### config.mk
export PLATFORM = sky130hd
export DESIGN_NAME = ram_arbiter
export DESIGN_NICKNAME = d
export VERILOG_FILES = /design/src/rtl/ram_arbiter.sv
export SDC_FILE = /design/constraint.sdc
export NUM_CORES = 1
export LEC_CHECK = 0
export ABC_AREA = 1
export CAP_MARGIN = 10
export CORE_MARGIN = 2
export CORE_UTILIZATION = 45
export CTS_BUF_LIST = sky130_fd_sc_hd__clkbuf_16
export CTS_CLUSTER_DIAMETER = 30
export DETAILED_ROUTE_END_ITERATION = 10
export PLACE_DENSITY = 0.76
export RECOVER_POWER = 50
export SYNTH_ARGS = -nofsm -noshare
export SYNTH_HDL_FRONTEND = slang
export SYNTH_SLANG_ARGS = --single-unit
### constraint.sdc
create_clock -name clk_in -period 8.6 [get_ports clk_in]
set_input_delay 1.72 -clock clk_in [delete_from_list [all_inputs] [get_ports clk_in]]
set_output_delay 1.72 -clock clk_in [all_outputs]
set_load 0.01 [all_outputs]
### src/rtl/ram_arbiter.sv
// Byte-serial RAM arbiter: serialises instruction fetch, data load and data store
// onto one 8-bit synchronous RAM port, fixed priority store > load > fetch.
module ram_arbiter #(
    parameter int unsigned ADDR_WIDTH = 32
) (
    input  logic                  clk_in,
    input  logic                  rst_in,
    input  logic                  rdy_in,
    input  logic                  clear_in,
    input  logic                  if_req,
    input  logic [ADDR_WIDTH-1:0] if_addr,
    output logic                  if_done,
    output logic [31:0]           if_data,
    input  logic                  ld_req,
    input  logic [ADDR_WIDTH-1:0] ld_addr,
    input  logic [1:0]            ld_len,
    output logic                  ld_done,
    output logic [31:0]           ld_data,
    input  logic                  st_req,
    input  logic [ADDR_WIDTH-1:0] st_addr,
    input  logic [1:0]            st_len,
    input  logic [31:0]           st_data,
    output logic                  st_done,
    input  logic [7:0]            mem_din,
    output logic [7:0]            mem_dout,
    output logic [ADDR_WIDTH-1:0] mem_a,
    output logic                  mem_wr,
    output logic [1:0]            grant
);
    localparam int unsigned CNT_W = 3;

    typedef enum logic [1:0] {
        IDLE  = 2'b00,
        FETCH = 2'b01,
        LOAD  = 2'b10,
        STORE = 2'b11
    } state_t;

    state_t                state;
    logic [CNT_W-1:0]      cnt;
    logic [ADDR_WIDTH-1:0] addr;
    logic [1:0]            len;
    logic [31:0]           wdata;
    logic [31:0]           rbuf;
    logic                  mem_wr_q;

    logic [CNT_W-1:0]      cnt_inc;
    logic [CNT_W-1:0]      n_bytes;
    logic [ADDR_WIDTH-1:0] a_next;
    logic [1:0]            rd_idx;
    logic [31:0]           rd_final;
    logic [7:0]            wr_next;
    logic                  rd_last;
    logic                  wr_last;
    logic                  st_go;
    logic                  ld_go;
    logic                  if_go;

    // Datapath helpers; rd_final merges the byte arriving this cycle (1-cycle RAM latency)
    always_comb begin
        cnt_inc  = cnt + CNT_W'(1);
        n_bytes  = CNT_W'(len) + CNT_W'(1);
        a_next   = addr + ADDR_WIDTH'(cnt_inc);
        rd_idx   = 2'(cnt - CNT_W'(1));
        rd_final = rbuf;
        rd_final[{rd_idx, 3'b000} +: 8] = mem_din;
        wr_next  = wdata[{cnt_inc[1:0], 3'b000} +: 8];
        rd_last  = (cnt == n_bytes);
        wr_last  = (cnt[1:0] == len);
        // a requester whose done is showing sits out this arbitration round
        st_go    = st_req && !st_done;
        ld_go    = ld_req && !ld_done && !clear_in;
        if_go    = if_req && !if_done && !clear_in;
    end

    // Control FSM; bus outputs are registered for the cycle the counter reaches
    always_ff @(posedge clk_in or posedge rst_in) begin
        if (rst_in) begin
            state    <= IDLE;
            cnt      <= '0;
            addr     <= '0;
            len      <= '0;
            wdata    <= '0;
            rbuf     <= '0;
            if_done  <= 1'b0;
            ld_done  <= 1'b0;
            st_done  <= 1'b0;
            if_data  <= '0;
            ld_data  <= '0;
            mem_wr_q <= 1'b0;
            mem_a    <= '0;
            mem_dout <= '0;
        end else if (rdy_in) begin
            if_done  <= 1'b0;
            ld_done  <= 1'b0;
            st_done  <= 1'b0;
            mem_wr_q <= 1'b0;
            mem_a    <= '0;
            mem_dout <= '0;
            case (state)
                IDLE: begin
                    cnt  <= '0;
                    rbuf <= '0;
                    if (st_go) begin
                        state    <= STORE;
                        addr     <= st_addr;
                        len      <= st_len;
                        wdata    <= st_data;
                        mem_wr_q <= 1'b1;
                        mem_a    <= st_addr;
                        mem_dout <= st_data[7:0];
                    end else if (ld_go) begin
                        state <= LOAD;
                        addr  <= ld_addr;
                        len   <= ld_len;
                        mem_a <= ld_addr;
                    end else if (if_go) begin
                        state <= FETCH;
                        addr  <= if_addr;
                        len   <= 2'd3;
                        mem_a <= if_addr;
                    end
                end
                FETCH, LOAD: begin
                    if (clear_in) begin
                        state <= IDLE;
                        cnt   <= '0;
                    end else begin
                        if (cnt != '0) begin
                            rbuf <= rd_final;
                        end
                        if (rd_last) begin
                            state <= IDLE;
                            cnt   <= '0;
                            if (state == FETCH) begin
                                if_done <= 1'b1;
                                if_data <= rd_final;
                            end else begin
                                ld_done <= 1'b1;
                                ld_data <= rd_final;
                            end
                        end else begin
                            cnt <= cnt_inc;
                            if (cnt_inc != n_bytes) begin
                                mem_a <= a_next;
                            end
                        end
                    end
                end
                STORE: begin
                    // committed stores ignore clear_in
                    if (wr_last) begin
                        state   <= IDLE;
                        cnt     <= '0;
                        st_done <= 1'b1;
                    end else begin
                        cnt      <= cnt_inc;
                        mem_wr_q <= 1'b1;
                        mem_a    <= a_next;
                        mem_dout <= wr_next;
                    end
                end
                default: state <= IDLE;
            endcase
        end
    end

    assign mem_wr = mem_wr_q & rdy_in;
    assign grant  = 2'(state);

endmodule

# After elaboration in Yosys (flattened, before gate mapping)
# Cells that the tools add are included.
[op_classes]
addsub = 5
mul = 0
div = 0
magnitude_cmp = 0
n_eq_ne = 11
shifts = 3
n_mux = 45
n_bitwise = 3
n_reduce_logical = 20
[ops]
columns = ["op", "n"]
rows = [
  ["$mux 32", 12],
  ["$pmux 32 s3", 1],
  ["$pmux 32 s2", 1],
  ["$add 32x3->32", 1],
  ["$bwmux 32", 1],
  ["$shift 8x7->32 const A", 1],
  ["$shiftx 32x6->8", 1],
  ["$shiftx 8x7->32", 1],
  ["$mux 2", 9],
  ["$mux 8", 2],
  ["$pmux 8 s2", 1],
  ["$mux 1", 12],
  ["$reduce_and 5->1", 2],
  ["$mux 3", 3],
  ["$pmux 3 s3", 1],
  ["$reduce_and 4->1", 2],
  ["$neg 5->7", 1],
  ["$ne 2x2->1 const B", 3],
  ["$pmux 2 s3", 1],
  ["$reduce_and 3->1", 2],
  ["$reduce_bool 3->1", 2],
  ["$logic_and 1x1->1", 5],
  ["$eq 2x2->1 const B", 2],
  ["$logic_not 1->1", 4],
  ["other kinds (15)", 16],
]
[totals]
register_bits = 211
latch_bits = 0
mem_bits_rw = 0
rom_bits = 0
input_bits = 147
out_inout_bits = 110
elab_cells = 101
mem_count = 0

# Logic depth before layout (Yosys ltp)
# Gate-level depths: netlist (run 1).
[depth]
word_depth = 7
mapped_depth = 17
mapped_depth_nobuf = 16

# Worst setup path after synthesis (run 1)
# OpenSTA, ideal clock, no wires.
[synth_timing]
kind = "in2out"
start = "input rdy_in"
end = "output mem_wr"
arrival_ns = 2.407
t_required_ns = 6.880
path_slack_ns = 4.473
path_stages = 4
path_buffers = 2
cell_sequence = "clkbuf_1 -> clkbuf_1 -> nand2_1 -> inv_1"
[synth_between]
elab_chain_len = 1
[synth_rtl]
columns = ["item", "line", "rtl"]
rows = [
  ["start, declared", "8", "input logic rdy_in,"],
  ["$and 1x1->1", "168", "assign mem_wr = mem_wr_q & rdy_in;"],
  ["end, declared", "27", "output logic mem_wr,"],
]
# Every way passes these cells.

# Final worst setup path (run 1)
# Same ends and word-level chain as after synthesis.

==> results of run 1 <==
metal layers:
| metal | wire length (µm) | share of wire [%] | up-vias | GRT usage (%) |
|---|---|---|---|---|
| met5 | 0 | 0 | - | 0 |
| met4 | 1400 | 4.1 | 0 | 11.5 |
| met3 | 2210 | 6.4 | 93 | 4.71 |
| met2 | 16400 | 47 | 465 | 41.7 |
| met1 | 14600 | 42 | 5262 | 33.9 |
| li1 | - | - | 5293 | - |
Yosys cell counts, drive strengths merged (2+ instances only):
master and n:
nand2 432, o22ai 57, ha 13, xnor2 2, dfrtp 211, clkbuf 39
nand4 7, buf 37, o211ai 17, xor2 14, mux2 23, nand3 101
a31oi 32, nor2 160, o221ai 2, a21oi 63, o21ai 110, inv 155
logic make-up (layout without fill, tap and decap cells):
family	after synthesis	after routing	share of synthesized area, %
multiplexers	23	23	2.28
AO/OA/AOI/OAI	282	282	14.6
adder cells (fa/ha/maj)	14	14	1.61
buffers and inverters	231	493	8.67
XOR/XNOR	16	16	1.23
flip-flops	211	211	46.4
AND/OR/NAND/NOR	702	702	25.2
worst paths after layout:
check                             from           to  slack [ps]
max                             rdy_in       mem_wr        2270
min                        ld_data[26]  ld_data[26]         470
max reg2reg                   grant[1]  if_data[23]        4650
min reg2reg                ld_data[26]  ld_data[26]         470
max in group asynchronous       rst_in       cnt[1]        5100
min in group asynchronous       rst_in   if_data[7]        1910
flip-flops by register name, indices dropped and copies added, names as in the netlist:
| name | cells |
|---|---|
| len | 2 |
| mem_dout | 8 |
| addr | 32 |
| grant | 2 |
| if_data | 32 |
| mem_a | 32 |
| ld_done | 1 |
| cnt | 3 |
| wdata | 32 |
| rbuf | 32 |
| mem_wr_q | 1 |
| ld_data | 32 |
| st_done | 1 |
| if_done | 1 |
cell type report:
type	instances	area [µm²]
timing repair buffer	263	2600
fill	2184	9490
clock buffer	43	1080
multi-input combinational	1037	5100
inverter	155	589
tap	330	413
sequential	211	5280
clock inverter	32	413
worst reg2reg max path, stage by stage, from the launching register on:
cell	delay (ps)
dfrtp_1	450
inv_1	120
ha_1	580
inv_2	50
nor2_1	160
nand2_1	130
inv_1	210
nand2_1	60
nor2_1	570
inv_1	980
nand2_1	310
o21ai_0	140
power by group through the flow:
stage	logic (mW)	registers, mW	clock network, mW
6_report	1.66	1.52	1.72
3_3_place_gp	1.66	1.52	0
4_1_cts	1.72	1.52	1.73
5_1_grt	1.84	1.55	1.79
3_5_place_dp	1.70	1.53	0
2_1_floorplan	1.02	1.55	0
stage by stage:
stage	hold WS (ps)	worst slack, ps	total power, mW	std cells	area, µm²
after floorplan	449	1110	2.56	1479	11400
after global placement	455	3210	3.18	1996	14000
after detailed placement	459	3020	3.23	1996	14000
after CTS	478	3520	4.97	2071	15500
after global routing	495	2030	5.18	2071	15500
final	473	2270	4.90	2071	15500
==> results.ini, run 1 <==
[status]
status=finished, violations left
violations=max-capacitance violations, max-slew violations

[clocking]
hold_buffers=0
numClockSinks=211
clk_path_buf_depth=3
clk_transition_reported_paths_ps=50
root_buffer=clkbuf_16
cts_resized=0
clkLatencyLatePin_ps=520
postCtsSetupBuffers=0
cts.htree.levels=2
cts_tree=done
cts_buffers=43

[critical_path]
critical_path_required_ps=6880
cp.arrival_ps=4610
ff2ff_path_depth=11
crit_buf_inv=4
path_class=in2out
worstSetupPathDepth=5
worst_path_max_delay_cell=clkbuf_1
slowest_delay_ps=1920
crit_path_start_kind=primary input
crit_chain=buf_2, clkbuf_1, nand2_1, inv_1, clkdlybuf4s50_1
cp_top_family=buffers and inverters
path_max_fanout=59
endpoint_kind=output pin

[power_and_ir_drop]
internal_power_mw=3.14
swShare_pct=35.8
switching_power_mw=1.75
p_comb_share_pct=33.9
ir_drop_v=0.000171
p_clk_share_pct=35.1
power_density_mw_per_mm2=317
seqPwrFrac_pct=31.0
p_leak_nw=7.18

[synth]
synth.top_cell.area_share_pct=46.4
yosysTopAreaCell=dfrtp_1
synth-seq-cells=211
syn_area_mm2=0.0114
avgSynthCellArea_um2=7.69
yosysUniqueCellTypes=34
ys.warnings.count=0
ys_async_sr_fraction_pct=100
synth-edff-count=0
ys.flop_type=dfrtp_1
synth_nets=1640
synth_area_leaders=dfrtp_1 (46%), nand2_1 (14%), nor2_1 (5.2%)
ys_seq_area_share_pct=46.4
synthCells=1479

[global_route]
grt_pass1_wl_mm=54.8
overflow=0
grt_util_all_layers_pct=25.8
grt_pass1_vias=10856
grt_max_degree=131
antenna_found_initial=0

[finish]
mostFrequentLayoutCell=nand2_1
antennaDiodeCount=0
drive_gt1_share_pct=7.93
finish.utilization_pct=62.0
nets=1872
area_growth_syn_to_layout_pct=36.1
layout_common_cells=nand2_1 (426), dfrtp_1 (211), nor2_1 (157), inv_1 (149), clkdlybuf4s50_1 (144)

[sta]
tns_ps=0
timing.final.crit_share_pct=73.6
setup_viol=0
tightest_slew_ps=2720
clock.fmax_ghz=0.158
skew_ps=13.5
post-route-min-period_ps=6330
slew-limit-headroom_pct=-81.6
maxSlewViolCount=158
hold_viol_final=0
rsz0062_at_grt=false

[floorplan]
io_pins=257
die_w_um=163
coreArea_mm2=0.0250
row_count=58
dieArea_mm2=0.0266
initial_core_util_pct=45.5
die_h_um=163

[detailed_routing]
vias=11113
drtIter0Drc=830
via_per_inst=5.37
drtPass1Iterations=8
ant_nets=0
drt_wl_total_mm=34.5
drc=0
wire_per_inst_um=16.7

[placement]
place.gp.congestion=0.949
port_buffers=256
hpwl_mm=23.9

[min_path]
holdPathStages=2
hold_class=reg2reg

[job]
max_cap_violations=3

No activity file was read; power rests on OpenSTA's default activity.
==> inputs of run 2 (changes only) <==
clock period = 6.3 ns   (was 8.6 ns; I/O delays follow)
==> results.ini, run 2 (same netlist as run 1, synthesis figures left out) <==
[critical_path]
critPathLaunch=rdy_in  ; unchanged
crit_buf_inv=4  ; unchanged
crit_end=len[0]  ; was mem_wr
crit_chain=clkbuf_1, clkbuf_1, nand2_1, inv_1, nand2_1, inv_2, o221ai_1, o21ai_0  ; was buf_2, clkbuf_1, nand2_1, inv_1, clkdlybuf4s50_1
endpoint_kind=flop  ; was output pin
path_max_fanout=62  ; was 59
ff2ff_path_depth=14  ; was 11
path_class=in2reg  ; was in2out
worstSetupPathDepth=8  ; was 5
r2r-end=mem_a[26]  ; was if_data[23]
cp.arrival_ps=4990  ; was 4610 ps
timing.rr.start=cnt[1]  ; was grant[1]
worst_path_max_delay_cell=clkbuf_1  ; unchanged
cp_top_family=buffers and inverters  ; unchanged
critical_path_required_ps=6720  ; was 6880 ps
crit_path_start_kind=primary input  ; unchanged
slowest_delay_ps=1650  ; was 1920 ps
r2r_setup_slack_ps=2760  ; was 4650 ps

[sta]
setup_viol=0  ; unchanged
tightest_slew_ps=2240  ; was 2720 ps
timing.final.crit_share_pct=72.6
post-route-min-period_ps=4570
slew-limit-headroom_pct=-49.1  ; was -81.6%
tns_ps=0  ; unchanged
skew_ps=16.7  ; was 13.5 ps
maxSlewViolCount=124  ; was 158
clock.fmax_ghz=0.219
rsz0062_at_grt=false  ; unchanged
fin_ws_ps=1730  ; was 2270 ps
hold_viol_final=0  ; unchanged

[detailed_routing]
wl_met1_mm=14.5  ; was 14.6 mm
vias=11126  ; was 11,113
drt_wl_total_mm=34.6  ; was 34.5 mm
drc=0  ; unchanged
ant_nets=0  ; unchanged
dr.max_layer_used=met4  ; unchanged
wire_per_inst_um=16.6  ; was 16.7 µm
drtPass1Iterations=5  ; was 8
drtIter0Drc=878  ; was 830
dr_wl_met2_mm=16.7  ; was 16.4 mm
via_per_inst=5.35  ; was 5.37
wl_met3_mm=2.44  ; was 2.21 mm

[floorplan]
die_w_um=163  ; unchanged
row_count=58  ; unchanged
coreArea_mm2=0.0250  ; unchanged
dieArea_mm2=0.0266  ; unchanged
io_pins=257  ; unchanged
initial_core_util_pct=45.5  ; unchanged
die_h_um=163  ; unchanged

[status]
violations=max-capacitance violations, max-slew violations  ; unchanged
status=finished, violations left  ; unchanged

[clocking]
cts_buffers=44  ; was 43
cts.htree.levels=2  ; unchanged
cts_tree=done  ; unchanged
clk_transition_reported_paths_ps=50  ; about the same
cts_resized=0  ; unchanged
root_buffer=clkbuf_16  ; unchanged
postCtsSetupBuffers=0  ; unchanged
numClockSinks=211  ; unchanged
hold_buffers=0  ; unchanged
clk_path_buf_depth=3  ; unchanged
clkLatencyLatePin_ps=520  ; about the same

[global_route]
grt_max_degree=114  ; was 131
grt_pass1_wl_mm=55.3  ; was 54.8 mm
grt_pass1_vias=10802  ; was 10,856
overflow=0  ; unchanged
antenna_found_initial=1  ; was 0
grt_util_all_layers_pct=26.0  ; was 25.8%

[finish]
fillers=2118  ; was 2,184
mostFrequentLayoutCell=nand2_1  ; unchanged
drive_gt1_share_pct=8.74  ; was 7.93%
area_growth_syn_to_layout_pct=36.8  ; was 36.1%
layout_common_cells=nand2_1 (425), dfrtp_1 (211), clkdlybuf4s50_1 (203), nor2_1 (155), inv_1 (146)  ; was nand2_1 (426), dfrtp_1 (211), nor2_1 (157), inv_1 (149), clkdlybuf4s50_1 (144)
nets=1878  ; was 1,872

[min_path]
holdPathStages=2  ; unchanged
hold_class=reg2reg  ; unchanged

[power_and_ir_drop]
p_leak_nw=7.08  ; was 7.18 nW
ir_drop_v=0.000195  ; was 0.000171 V
power_density_mw_per_mm2=433  ; was 317 mW/mm²

[placement]
hpwl_mm=24.3  ; was 23.9 mm
place.gp.congestion=0.932  ; was 0.949
pre_cts_slack_ps=2360  ; was 3020 ps
port_buffers=256  ; unchanged

[job]
max_cap_violations=3  ; unchanged

run 2: report_power, final:
part           leakage [nW]  switching (mW)  internal (mW)
registers              2.73           0.301           1.78
clock network         0.747           0.735           1.62
logic                  3.61            1.37          0.940
run 2: final cells by class:
type	instances	area [µm²]	share of cell area, %
timing repair buffer	268	2650	17.0
tap	330	413	2.65
clock buffer	45	1130	7.24
sequential	211	5280	33.9
multi-input combinational	1037	5120	32.9
antenna	1	2.50	0.0161
clock inverter	34	385	2.48
inverter	155	583	3.75
run 2: worst min path at each step:
stage                           from  slack (ps)    endpoint
after floorplan             mem_wr_q         450    mem_wr_q
after global placement    ld_data[8]         460  ld_data[8]
after detailed placement  ld_data[8]         460  ld_data[8]
after CTS                 ld_data[8]         470  ld_data[8]
after global routing      ld_data[8]         480  ld_data[8]
final                     ld_data[8]         460  ld_data[8]
run 2: routing by layer:
layer / vias to the layer above / track usage, %
li1: 5320 / -
met1: 5286 / 34.2
met2: 452 / 43.2
met3: 68 / 5.22
met4: 0 / 8.57
met5: - / 0
run 2: per-stage QoR:
stage	hold slack (ps)	power, mW	utilization [%]	area [µm²]	cells
floorplan	449	3.50	-	11400	1479
global placement	456	4.35	56.3	14100	2001
detailed placement	460	4.42	56.3	14100	2001
CTS	472	6.81	62.4	15600	2080
global route	482	7.15	62.3	15600	2081
finish	462	6.74	62.3	15600	2081
run 2: worst min-delay path, delay by kind of cell (launching register included):
family           cells  cell delay, ps
AND/OR/NAND/NOR      2              90
flip-flops           1             330
